`src/rtl/led_status_pkg.sv`:
```
// led_status_pkg: LED mode encodings shared by the LED status controller
package led_status_pkg;

    localparam int ModeWidth = 2;

    typedef enum logic [ModeWidth-1:0] {
        LED_OFF       = 2'd0,
        LED_HEARTBEAT = 2'd1,
        LED_ACTIVITY  = 2'd2,
        LED_DIRECT    = 2'd3
    } led_mode_e;

endpackage

```
`src/rtl/led_pulse_stretch.sv`:
```
// led_pulse_stretch: stretches activity so every trigger is visible for at least StretchCycles cycles
module led_pulse_stretch #(
    parameter int StretchCycles = 1000000
) (
    input  logic clk_sys_i,
    input  logic rst_sys_ni,
    input  logic trig_i,
    output logic active_o
);

    localparam int CntWidth = $clog2(StretchCycles + 1);
    localparam logic [CntWidth-1:0] Reload = CntWidth'(StretchCycles - 1);

    logic [CntWidth-1:0] cnt_q;

    // Reload on every trigger, otherwise count down to zero and hold there
    always_ff @(posedge clk_sys_i or negedge rst_sys_ni) begin
        if (!rst_sys_ni) cnt_q <= '0;
        else if (trig_i) cnt_q <= Reload;
        else if (cnt_q != '0) cnt_q <= cnt_q - CntWidth'(1);
    end

    // The trigger cycle itself counts, so the indication lasts StretchCycles cycles
    assign active_o = trig_i | (cnt_q != '0);

endmodule

```
`src/rtl/led_status_ctrl.sv`:
```
// led_status_ctrl: per-channel LED driver with off, heartbeat, stretched-activity and direct modes
module led_status_ctrl
    import led_status_pkg::*;
#(
    parameter int NumLeds       = 3,
    parameter int HbWidth       = 25,
    parameter int StretchCycles = 1000000
) (
    input  logic                              clk_sys_i,
    input  logic                              rst_sys_ni,
    input  logic [NumLeds-1:0][ModeWidth-1:0] mode_i,
    input  logic [NumLeds-1:0]                act_i,
    input  logic [NumLeds-1:0]                direct_i,
    output logic [NumLeds-1:0]                led_o,
    output logic                              heartbeat_o
);

    logic [HbWidth-1:0] hb_cnt_q;
    logic               hb_msb;
    logic [NumLeds-1:0] active;
    logic [NumLeds-1:0] led_d;

    assign hb_msb = hb_cnt_q[HbWidth-1];

    // One free-running counter keeps every heartbeat channel phase-aligned
    always_ff @(posedge clk_sys_i or negedge rst_sys_ni) begin
        if (!rst_sys_ni) hb_cnt_q <= '0;
        else hb_cnt_q <= hb_cnt_q + HbWidth'(1);
    end

    for (genvar g = 0; g < NumLeds; g++) begin : g_stretch
        led_pulse_stretch #(
            .StretchCycles(StretchCycles)
        ) u_stretch (
            .clk_sys_i (clk_sys_i),
            .rst_sys_ni(rst_sys_ni),
            .trig_i    (act_i[g]),
            .active_o  (active[g])
        );
    end

    // Select each channel's next drive from its mode
    always_comb begin
        led_d = '0;
        for (int n = 0; n < NumLeds; n++) begin
            unique case (led_mode_e'(mode_i[n]))
                LED_OFF:       led_d[n] = 1'b0;
                LED_HEARTBEAT: led_d[n] = hb_msb;
                LED_ACTIVITY:  led_d[n] = active[n];
                LED_DIRECT:    led_d[n] = direct_i[n];
                default:       led_d[n] = 1'b0;
            endcase
        end
    end

    // Register outputs so mode changes land cleanly on the next edge
    always_ff @(posedge clk_sys_i or negedge rst_sys_ni) begin
        if (!rst_sys_ni) begin
            led_o       <= '0;
            heartbeat_o <= 1'b0;
        end else begin
            led_o       <= led_d;
            heartbeat_o <= hb_msb;
        end
    end

endmodule

```
`config.mk`:
```
export PLATFORM = sky130hd
export DESIGN_NAME = led_status_ctrl
export DESIGN_NICKNAME = d
export VERILOG_FILES = /design/src/rtl/led_status_pkg.sv /design/src/rtl/led_pulse_stretch.sv /design/src/rtl/led_status_ctrl.sv
export SDC_FILE = /design/constraint.sdc
export NUM_CORES = 1
export LEC_CHECK = 0
export ABC_AREA = 1
export CAP_MARGIN = 20
export CORE_UTILIZATION = 45
export CTS_CLUSTER_SIZE = 28
export DETAILED_ROUTE_END_ITERATION = 16
export DONT_BUFFER_PORTS = 1
export PLACE_DENSITY = 0.6
export SLEW_MARGIN = 30
export SYNTH_ARGS = -nofsm -noshare
export SYNTH_HDL_FRONTEND = slang
export SYNTH_SLANG_ARGS = --single-unit
export TNS_END_PERCENT = 5
```
`constraint.sdc`:
```
create_clock -name clk_sys_i -period 1.4 [get_ports clk_sys_i]
set_input_delay 0.28 -clock clk_sys_i [delete_from_list [all_inputs] [get_ports clk_sys_i]]
set_output_delay 0.28 -clock clk_sys_i [all_outputs]
set_load 0.005 [all_outputs]
```
# After elaboration in Yosys (flattened, before gate mapping)
# Index checks and enable logic that the tools add are counted.
# totals
reg_bits	89
inputBits	14
output_inout_bits	4
wordCells	40
# op_classes
addsub	4
eq_ne	9
mux	9
n_bitwise	3
reduce_logical	9
# ops
operator	n
$mux 20	6
$reduce_bool 20->1	3
$sub 20x1->20 const B	3
$add 25x1->25 const B	1
$eq 2x2->1 const B	6
$pmux 1 s4	3
$eq 2x1->1 const B	3
$logic_not 2->1	3
$reduce_bool 2->1	3
$or 1x1->1	3

# Longest topological paths before layout
# logic_depth
ltp_word	3
ltp_mapped	9
ltp_nobuf	9

# Cells and area by module
# A second synthesis with hierarchy kept.
# hier_totals
cells_unflattened	742
area_unflattened_um2	5475.3
# by_module_without_submodules
mod	n_inst	cells_each	area_each_um2	seq_area_each_um2
led_pulse_stretch	3	193	1327.5	500.5
led_status_ctrl	1	163	1492.7	725.7

# Worst setup path after synthesis
# OpenSTA, ideal clock, no wires.
# synth_timing
path_kind	reg2reg
startpoint	register g_stretch[2].u_stretch.cnt_q[0]
endpoint	register g_stretch[2].u_stretch.cnt_q[6]
setup_ps	115
t_arrival_ps	1310
required_time_ps	1285
path_slack_ps	-25
path_stages_with_launch	8
n_path_buf	0
synth_period_minus_slack_ps	1425
cell_sequence	dfrtp_1 -> inv_1 -> ha_1 -> nand2_1 -> nor2_1 -> or2_2 -> nand4_1 -> inv_1
# synth_between
elab_chain_cells	3
word_cells_on_any_way	5
cone_classes	add/sub (1); mux (2); reduce/logical (2)
# synth_rtl
element	line_no	source
start: declaration	led_pulse_stretch.sv:14	logic [CntWidth-1:0] cnt_q;
start signal: assignment	led_pulse_stretch.sv:19	else if (trig_i) cnt_q <= Reload;
start signal: assignment	led_pulse_stretch.sv:20	else if (cnt_q != '0) cnt_q <= cnt_q - CntWidth'(1);
$sub 20x1->20	led_pulse_stretch.sv:20	
$mux 20	led_pulse_stretch.sv:20	
$mux 20	led_pulse_stretch.sv:19	
# Several ways; a longest one is shown, not always the timed one. The select of a mux whose other input is x is not followed.
# A chain may end at the register's enable or synchronous reset.

# Worst setup path in the final report
# layout_timing
startpoint	register g_stretch[2].u_stretch.cnt_q[1]
endpoint	register g_stretch[2].u_stretch.cnt_q[0]
# layout_between
elab_chain_cells	2
# layout_rtl
element	line_no
$reduce_bool 20->1	led_pulse_stretch.sv:20
$reduce_bool 2->1 (no source line)	-
# No other way between the ends.

==> impl_metrics.env <==
export IMPL_outcome="finished, violations left"
export IMPL_violations="design-rule violations, negative hold slack, negative setup slack"
export IMPL_via_per_inst=5.131
export IMPL_firstDrtPassIters=11
export IMPL_synthTopCellsByArea="dfrtp_1 (41%), nand2_1 (14%), nor2_1 (10%)"
export IMPL_hold_ws_ps=-372.8
export IMPL_leakagePower_nw=3.117
export IMPL_crit_fanout=5
export IMPL_slew_viol_final=0
export IMPL_layout_setup_ws_ps=-65.06
export IMPL_finalSetupViolCount=20
export IMPL_drive_gt1_frac=0.2724
export IMPL_critPathArrivalTime_ps=1750
export IMPL_htreeDepth=3
export IMPL_ff2ff_path_depth=8
export IMPL_slew_headroom=0.7328
export IMPL_antenna_found_initial=0
export IMPL_max_freq_mhz=682.6
export IMPL_synth_avg_cell_area_um2=7.182
export IMPL_synth_seq_cells=89
export IMPL_area_growth_pct=26.32
export IMPL_grt_start_max_net_pins=90
export IMPL_ir_drop_uv=479.8
export IMPL_async_flop_share=1.000
export IMPL_wire_per_inst_um=14.00
export IMPL_die_h_um=111.7
export IMPL_cts_tree="done"
export IMPL_dieArea_mm2=0.01248
export IMPL_cts_made_buffers=9
export IMPL_yosys_top_cells_count="nand2_1 (197), nor2_1 (148), dfrtp_1 (89)"
export IMPL_worst_ep_required_time_ps=1690
export IMPL_synth_nets=775
export IMPL_grt_usage=0.2256
export IMPL_initial_core_util=0.4682
export IMPL_ctsRootBufferMaster="clkbuf_16"
export IMPL_route_detailed_drc=1
export IMPL_path_class="reg -> reg"
export IMPL_place_gp_congestion=0.8957
export IMPL_fillCellCount=1037
export IMPL_r2r_slack_ps=-70
export IMPL_first_iter_violations=314
export IMPL_yosys_cell_types_count=29
export IMPL_grt_setup_unrepaired="yes"
export IMPL_hold_viol=89
export IMPL_synth_top_area_frac=0.4113
export IMPL_max_cap_violations=0
export IMPL_clock_skew_final_ps=9.387
export IMPL_hold_class="in -> async"
export IMPL_period_needed_ps=1465
export IMPL_drt_total_wl_um=13870
export IMPL_pre_cts_ws_ps=-98.70
export IMPL_timing_setup_tns_ps=-495.9
export IMPL_die_w_um=111.7
export IMPL_core_area_mm2=0.01156
export IMPL_rr_startpoint="g_stretch[2].u_stretch.cnt_q[1]$_DFFE_PN0P_"
export IMPL_ys_warn_count=0
export IMPL_rows=39
export IMPL_fin_util=0.5915
export IMPL_power_density_mw_per_mm2=822.2
export IMPL_synthMostInstantiatedCell="nand2_1"
export IMPL_place_inst=964
export IMPL_grt_pass1_wl_um=22590
export IMPL_clock_path_buffers=2
export IMPL_yosysSeqAreaShare=0.4113
export IMPL_reg2reg_to="g_stretch[2].u_stretch.cnt_q[0]$_DFFE_PN0P_"
export IMPL_via_count=5085
export IMPL_fin_crit_sh=1.046
export IMPL_yosys_most_used_dff="dfrtp_1"
export IMPL_cp_start_kind="register"
export IMPL_instances_no_fill=991
export IMPL_first_global_vias=4938
export IMPL_clock_sinks=89
export IMPL_antenna_cells=0
export IMPL_clkTransAtPathRegs_ps=70
export IMPL_grt_ovfl_total=0
export IMPL_clock_latency_ps=350
export IMPL_syn_area_mm2=0.005415
export IMPL_synth_largest_area_cell="dfrtp_1"
export IMPL_ant_nets=0
export IMPL_fin_nets=865
export IMPL_place_detailed_hpwl_um=9929
export IMPL_end_kind="register"
export IMPL_tightest_slew_ps=400.4
export IMPL_synth_edf_count=0
export IMPL_synthCells=754
export IMPL_portBuffers=0
export IMPL_io_pins=18
==> where the power goes <==
group / switching (mW) / internal (mW) / total [mW]
Combinational: 0.102 / 0.0782 / 0.180
Clock: 1.03 / 1.78 / 2.82
Sequential: 0.0279 / 2.60 / 2.63
==> stage by stage <==
step / area (µm²) / power (mW)
after floorplan: 5418 / 2.766
after global placement: 6118 / 2.814
after detailed placement: 6118 / 2.816
after CTS: 6565 / 5.659
after global routing: 6840 / 5.805
final: 6840 / 5.624
==> metal layers <==
metal  up-vias  track usage  wire (µm)
met3        18      0.02613        505
met4         0      0.08288        247
met1      2412       0.2945       6304
met2        97       0.3855       6815
li1       2558            -          -
met5         -            0          0
==> placed cells by master (no fill, tap or decap), types with 10 or more instances in the layout <==
cell	n
inv_2	10
nor2_1	113
dfrtp_1	84
nor2_4	24
xor2_1	13
a21oi_1	23
inv_1	77
nand2_1	182
nand3_1	64
nand2_2	22
buf_4	83
nor2_2	39
nand4_1	18
==> logic make-up after synthesis <==
logic type / share of synthesized area
compound gates: 0.03882
xor+xnor: 0.03235
buf+inv: 0.06516
simple gates: 0.4362
flops: 0.4113
fa+ha+maj: 0.01617
==> flip-flops by register name, summed over array words and instances (netlist names) <==
signal and count:
hb_cnt_q 25, led_o 3, heartbeat_o 1, g_stretch.u_stretch.cnt_q 60
==> timing repair <==
item | CTS | global route
setup endpoints to repair | 54 | 71
resized for setup | 24 | 72
gates cloned | 1 | 0
setup buffers | 4 | 7
pin swaps | 13 | 25
hold endpoints to repair | 89 | 89
==> worst max path at each step <==
stage                                                      startpoint                                           end  slack [ps]  cells past startpoint
after floorplan           g_stretch[1].u_stretch.cnt_q[0]$_DFFE_PN0P_  g_stretch[1].u_stretch.cnt_q[16]$_DFFE_PN0P_           8                      9
after global placement    g_stretch[0].u_stretch.cnt_q[8]$_DFFE_PN0P_  g_stretch[0].u_stretch.cnt_q[14]$_DFFE_PN0P_         -90                      7
after detailed placement  g_stretch[0].u_stretch.cnt_q[0]$_DFFE_PN0P_  g_stretch[0].u_stretch.cnt_q[12]$_DFFE_PN0P_        -100                      7
after CTS                 g_stretch[1].u_stretch.cnt_q[6]$_DFFE_PN0P_  g_stretch[1].u_stretch.cnt_q[18]$_DFFE_PN0P_         -30                      6
after global routing      g_stretch[1].u_stretch.cnt_q[1]$_DFFE_PN0P_  g_stretch[1].u_stretch.cnt_q[16]$_DFFE_PN0P_        -150                      9
final                     g_stretch[2].u_stretch.cnt_q[1]$_DFFE_PN0P_   g_stretch[2].u_stretch.cnt_q[0]$_DFFE_PN0P_         -70                      8
==> final cells by class <==
type                       count  area [µm²]  area share
clock buffer                  10       239.0     0.03494
clock inverter                 5       103.9     0.01518
inverter                      87       326.6     0.04774
sequential                    89        2233      0.3265
timing repair buffer          84       634.4     0.09274
tap                          143       178.9     0.02616
multi-input combinational    573        3124      0.4567
==> worst max-delay path, stage by stage, from the launching register on <==
cell and delay (ps):
dfrtp_1 430, inv_2 110, ha_4 170, nand2_4 50, nor2_4 130, nand3_4 150
nor2_4 230, nand2_2 70, nand2_1 70
Note: power is estimated with default switching activity, not from simulation.
